<file path="config.mk">
export PLATFORM = sky130hd
export DESIGN_NAME = pipe_stage_hs
export DESIGN_NICKNAME = d
export VERILOG_FILES = /design/src/rtl/pipe_stage_hs.sv
export SDC_FILE = /design/constraint.sdc
export NUM_CORES = 1
export LEC_CHECK = 0
export CAP_MARGIN = 5
export CORE_UTILIZATION = 40
export DETAILED_ROUTE_END_ITERATION = 8
export PLACE_DENSITY = 0.63
export SETUP_SLACK_MARGIN = 0.1
export SLEW_MARGIN = 20
export SYNTH_ARGS = -nofsm -noshare
export SYNTH_HDL_FRONTEND = slang
export SYNTH_SLANG_ARGS = --single-unit
</file>
<file path="constraint.sdc">
create_clock -name sys_clk_i -period 2.3 [get_ports sys_clk_i]
set_input_delay 0.575 -clock sys_clk_i [delete_from_list [all_inputs] [get_ports sys_clk_i]]
set_output_delay 0.575 -clock sys_clk_i [all_outputs]
set_load 0.02 [all_outputs]
</file>
<file path="src/rtl/pipe_stage_hs.sv">
// rtl/pipe_stage_hs.sv - valid/ready pipeline stage register with stall, flush and optional skid slot
`timescale 1ns/1ps
module pipe_stage_hs #(
  parameter int unsigned       DATA_W      = 32*4+5*3,
  parameter int unsigned       CTRL_W      = 16,
  parameter logic [CTRL_W-1:0] CTRL_BUBBLE = '0,
  parameter bit                SKID_EN     = 1'b1
) (
  input  logic              sys_clk_i,
  input  logic              rst_n_i,
  input  logic              flush_i,
  input  logic              stall_i,
  input  logic              in_valid_i,
  output logic              in_ready_o,
  input  logic [DATA_W-1:0] in_data_i,
  input  logic [CTRL_W-1:0] in_ctrl_i,
  output logic              out_valid_o,
  input  logic              out_ready_i,
  output logic [DATA_W-1:0] out_data_o,
  output logic [CTRL_W-1:0] out_ctrl_o,
  output logic [1:0]        occupancy_o
);

  // MAIN always drives the outputs; SKID only holds a beat while MAIN is blocked.
  typedef enum logic [1:0] {
    ST_EMPTY = 2'd0,
    ST_ONE   = 2'd1,
    ST_FULL  = 2'd2
  } state_e;

  state_e              state_q, state_d;
  logic [DATA_W-1:0]   main_data_q, main_data_d;
  logic [CTRL_W-1:0]   main_ctrl_q, main_ctrl_d;
  logic [DATA_W-1:0]   skid_data_q, skid_data_d;
  logic [CTRL_W-1:0]   skid_ctrl_q, skid_ctrl_d;

  logic main_valid;
  logic skid_valid;
  logic go;
  logic drain;
  logic acc;

  assign main_valid = (state_q != ST_EMPTY);
  assign skid_valid = (state_q == ST_FULL);
  assign go         = out_ready_i & ~stall_i;
  assign drain      = main_valid & go;

  // With the skid slot, ready comes straight from state so the downstream ready path is cut.
  assign in_ready_o = (SKID_EN != 1'b0) ? ~skid_valid : (~main_valid | go);
  assign acc        = in_valid_i & in_ready_o;

  assign out_valid_o = main_valid;
  assign out_data_o  = main_data_q;
  assign out_ctrl_o  = main_valid ? main_ctrl_q : CTRL_BUBBLE;
  assign occupancy_o = {1'b0, main_valid} + {1'b0, skid_valid};

  // Next-state and slot loads; flush overrides every other event, payload keeps its last value.
  always_comb begin
    state_d     = state_q;
    main_data_d = main_data_q;
    main_ctrl_d = main_ctrl_q;
    skid_data_d = skid_data_q;
    skid_ctrl_d = skid_ctrl_q;
    if (flush_i) begin
      state_d = ST_EMPTY;
    end else begin
      unique case (state_q)
        ST_EMPTY: begin
          if (acc) begin
            state_d     = ST_ONE;
            main_data_d = in_data_i;
            main_ctrl_d = in_ctrl_i;
          end
        end
        ST_ONE: begin
          if (drain && acc) begin
            main_data_d = in_data_i;
            main_ctrl_d = in_ctrl_i;
          end else if (drain) begin
            state_d = ST_EMPTY;
          end else if (acc && (SKID_EN != 1'b0)) begin
            state_d     = ST_FULL;
            skid_data_d = in_data_i;
            skid_ctrl_d = in_ctrl_i;
          end
        end
        ST_FULL: begin
          if (drain) begin
            state_d     = ST_ONE;
            main_data_d = skid_data_q;
            main_ctrl_d = skid_ctrl_q;
          end
        end
        default: begin
          state_d = ST_EMPTY;
        end
      endcase
    end
  end

  // State and slot registers; reset discards everything without waiting for a clock.
  always_ff @(posedge sys_clk_i or negedge rst_n_i) begin
    if (!rst_n_i) begin
      state_q     <= ST_EMPTY;
      main_data_q <= '0;
      main_ctrl_q <= CTRL_BUBBLE;
      skid_data_q <= '0;
      skid_ctrl_q <= CTRL_BUBBLE;
    end else begin
      state_q     <= state_d;
      main_data_q <= main_data_d;
      main_ctrl_q <= main_ctrl_d;
      skid_data_q <= skid_data_d;
      skid_ctrl_q <= skid_ctrl_d;
    end
  end

endmodule

</file>
After elaboration in Yosys (flattened, before gate mapping)
Cells that the tools add are included.
- $add $sub $neg: 1
- reduce and logical (&&, ||, !) cells: 7
- eq/ne operators: 9
- bitwise logic cells: 8
- muxes and demuxes: 16
- operators by type and width (cell ; count):
    143-bit two-way mux ; 3
    143-bit one-hot mux with 3 select lines ; 1
    16-bit two-way mux ; 4
    16-bit one-hot mux with 3 select lines ; 1
    2-bit two-way mux ; 6
    5-bit AND reduction ; 2
    3-bit != test, second input constant ; 2
    2-bit one-hot mux with 3 select lines ; 1
    1-bit NOT ; 5
    2-bit != test, second input constant ; 2
    4-bit != test, second input constant ; 1
    4-bit AND reduction ; 1
    1-bit bitwise AND ; 3
    3-bit by 2-bit != test with 1-bit output, second input constant ; 1
    3-bit nonzero test ; 1
    1-bit by 1-bit adder with 2-bit output ; 1
    2-bit by 1-bit equality test with 1-bit output, second input constant ; 1
    2-bit equality test, second input constant ; 1
    2-bit zero test ; 1
    2-bit by 1-bit != test with 1-bit output, second input constant ; 1
    2-bit nonzero test ; 1
    1-bit logical AND ; 1
- bits of input ports: 165
- output and inout port bits: 163
- logic and storage cells: 46
- flip-flop bits (word level): 320

Longest topological paths before layout
- depth in word-level cells: 8
- depth in mapped cells: 9
- mapped depth without buffers: 6

Least setup slack after synthesis
Ideal clock, no wire load.
- path type: register to output
- start: register state_q[0]
- end: output occupancy_o[0]
- cell stages (with the launch flop): 7
- path buffers: 2
- required time: 1.725 ns
- slack: 0.014 ns
- arrival: 1.711 ns
- cells stage by stage: dfrtp_1 -> buf_2 -> nor2_1 -> clkbuf_1 -> inv_1 -> ha_1 -> inv_1
- cells in the longest elaborated chain, start to end: 2
- elaborated cells on any way between the ends: 3
- those cells by class: add/sub: 1; eq/ne: 1; reduce/logical: 1
- RTL lines (element ; RTL line ; RTL):
    start: declaration ; 31 ; state_e state_q, state_d;
    start signal: assignment ; 110 ; state_q <= state_d;
    2-bit nonzero test ; 43 ; assign main_valid = (state_q != ST_EMPTY);
    net out_valid_o ; 17 ; output logic out_valid_o,
    1-bit by 1-bit adder with 2-bit output ; 55 ; assign occupancy_o = {1'b0, main_valid} + {1'b0, skid_valid};
    end: declaration ; 21 ; output logic [1:0] occupancy_o
The timed path passes the listed nets, and every way through them passes these cells.

Worst setup path in the final report
- start: register state_q[0]
- end: output in_ready_o
- cells in the longest elaborated chain, start to end: 2
- RTL lines (element ; RTL line ; RTL):
    2-bit equality test ; 44 ; assign skid_valid = (state_q == ST_FULL);
    1-bit NOT ; 49 ; assign in_ready_o = (SKID_EN != 1'b0) ? ~skid_valid : (~main_valid | go);
    end: declaration ; 14 ; output logic in_ready_o,
No other way between the ends.

==> results.cfg <==
[logic_synthesis]
ys_seq_elements = 320
synth_top_family_by_area = multiplexers
synth_top_area_share_pct = 55.46
synthAdderAreaFrac_pct = 0.08666
synthTopCellsByArea = dfrtp_1 55%, nand2_1 12%, mux2_4 10%
synth_nets = 1390
syn_inst = 1224
synthMuxAreaShare_pct = 27.47
ys_seq_area_share_pct = 55.46
syn_area_per_cell_sq_um = 11.80
synth_xor_area_share_pct = 0
synth_compound_area_share_pct = 0.2340
synth_warnings = 0
syn_area_sq_mm = 0.01444
synth.distinct_cells = 24
yosysTopAreaCell = dfrtp_1
synth-simple-area-share_pct = 13.70

[grt]
grtUsageMet3_pct = 4.349
grt_overflow_total = 0
grt_pass1_vias = 10320
use_met1_pct = 26.77
antenna_found_initial = 1
met2_usage_pct = 29.85
grt_max_degree = 85
busiest_layer = met2
grt_usage_pct = 19.17
grt_first_pass_wirelength_microns = 56010

[pwr]
max-vdd-ir-drop_mv = 0.6221
p_leak_nw = 9.500
p_per_area_mw_per_mm2 = 1042

[clock_tree]
tritoncts = built
clk-insertion-delay-late_ps = 500
root_buffer = clkbuf_16
h-tree-depth = 2
clockBufferDepth = 3
cts_made_buffers = 36
clkSinkCount = 320
path_clk_slew_ps = 60

[final_layout]
diodes = 0
final_area_sq_mm = 0.01986
layout.nets = 1756
final.fill_count = 3036
instances_no_fill = 2075
fin_util_pct = 55.84
area_delta_synth_final_pct = 37.56
drive_gt1_share_pct = 23.48

[critical_path]
cp_top_family = buffers and inverters
reg2regPathDepth = 7
crit_slowest_cell = dfrtp_1
max_stage_delay_ps = 410
r2r-end = skid_data_q[68]
endpoint_kind = primary output
r2r-start = state_q[1]
critPathBufInv = 2
crit_fanout = 6
path_class = reg2out
startpoint_type = flip-flop
cp.depth = 3
rrSetupSlack_ps = 450
path_cells = nand2b_4, buf_4, dlygate4sd2_1
cp_data_arrival_time_ps = 1600
required_ps = 1730

[hold_path]
min_to = skid_data_q[106]
hold_path_depth = 1
min_path_type = reg2reg
hp-start = skid_data_q[106]

[route]
drt_iter0_markers = 373
drtAntennaViolNets = 0
wl_microns = 35570
via_count = 10090
wl_per_cell_microns = 17.14
route.detailed.drc = 0
first_pass_iters = 5
vias_per_cell = 4.860

[placed_design]
place.port_buffers = 327
place_congestion = 0.7822
dp_hpwl_microns = 24340
post_dp_cell_area_sq_mm = 0.01869
dp_cells = 2008

[timing]
slew_headroom_pct = 37.41
fmax_mhz = 459.1
worst_slew_pin_slew_ps = 938.8
slew_violations = 0
rsz0062_at_grt = true
finalHoldViolCount = 0
setup_viol = 0
skew_ps = 11.09
timing.final.crit_share_pct = 94.70
min_period_ps = 2178
hold_slack_ps = 488.6

[run]
max-cap-violations = 0

[floorplan]
start_util_pct = 40.59
die_w_microns = 192.0
row_count = 69
chipHeight_microns = 192.0
dieArea_sq_mm = 0.03686
num_io_pins = 328
core_area_sq_mm = 0.03557

[outcome]
status = completed
==> worst max-delay path by stage <==
stage,slack [ps],end,start
after detailed placement,-150,out_data_o[67],flush_i
after global routing,70,in_ready_o,state_q[0]
final,120,in_ready_o,state_q[0]
after CTS,50,occupancy_o[0],state_q[0]
after global placement,-130,out_data_o[50],flush_i
after floorplan,110,occupancy_o[0],state_q[0]
==> power breakdown <==
part / leakage (nW) / switching (mW) / internal [mW]
logic: 5.09 / 2.64 / 3.59
registers: 3.82 / 1.14 / 7.67
clock network: 0.583 / 2.27 / 3.39
total: 9.50 / 6.05 / 14.7
==> worst register-to-register path, delay by kind of cell, from the launching register on <==
| family | cells | cell delay (ps) |
|---|---|---|
| AND/OR/NAND/NOR | 2 | 280 |
| multiplexers | 1 | 320 |
| flip-flops | 1 | 450 |
| buffers and inverters | 4 | 680 |
==> metrics by stage <==
step,setup WS (ps),TNS (ps),total power [mW]
6_report,122.0,0,20.70
4_1_cts,50.41,0,20.91
5_1_grt,73.34,0,21.79
3_3_place_gp,-132.6,-19540,14.96
2_1_floorplan,111.6,0,12.19
3_5_place_dp,-147.2,-20710,15.17
==> cell type report <==
class / instances / area [sq um] / area share (%)
flip-flops and latches: 320 / 8009 / 40.32
well taps: 461 / 576.8 / 2.904
multi-input cells: 830 / 6048 / 30.45
repair buffers: 399 / 4051 / 20.40
clock inverters: 14 / 126.4 / 0.6362
inverters: 3 / 13.76 / 0.06929
clock buffers: 48 / 1037 / 5.222
==> what timing repair did <==
action | 4_1_cts | 5_1_grt
setup endpoints to repair | 20 | 7
cloned | 1 | 0
resized for setup | 81 | 10
hold endpoints to repair | 8 | 0
pin swaps | 1 | 0
setup buffers | 1 | 2
hold buffers | 1 | 0
==> flip-flops by register name, indices dropped and copies added, names as in the netlist <==
signal	flops
out_data_o	143
skid_data_q	143
main_ctrl_q	16
skid_ctrl_q	16
state_q	2
==> cells in the final DEF, fill, tap and decap left out, types with 2 or more instances in the layout <==
cell type	count
nor2b_2	3
mux2_4	100
clkbuf_1	4
buf_12	24
bufinv_16	2
nand2b_1	2
clkdlybuf4s50_1	306
nor2b_1	14
buf_4	51
mux2_2	118
clkbuf_16	37
dlygate4sd2_1	2
dfrtp_1	319
buf_6	2
a21oi_1	2
mux2_1	100
clkinv_2	10
nand2_1	479
buf_2	11
inv_1	2
clkbuf_8	7
==> kinds of logic after synthesis <==
kind of cell | Yosys count
AOI/OAI and AO/OA | 5
DFF | 320
and+or+nand+nor | 505
adders and majority gates | 1
muxes | 319
buffers and inverters | 74
==> layer usage <==
layer | vias up | part of all wire (%)
met5 | - | 0.037
met4 | 2 | 2.2
met3 | 58 | 6.4
met2 | 286 | 45
met1 | 5002 | 46
li1 | 4737 | -
==> synthesized netlist by cell type (all sizes together) <==
| master | n |
|---|---|
| ha | 1 |
| inv | 3 |
| dfrtp | 320 |
| buf | 58 |
| nand3b | 1 |
| clkbuf | 13 |
| nor2 | 1 |
| a21o | 1 |
| nor2b | 18 |
| nor3b | 1 |
| mux2 | 318 |
| nand3 | 1 |
| nand2 | 479 |
| o31ai | 1 |
| mux2i | 1 |
| a21oi | 3 |
| nor4b | 1 |
| nand2b | 3 |
Note: power is estimated with default switching activity, not from simulation.
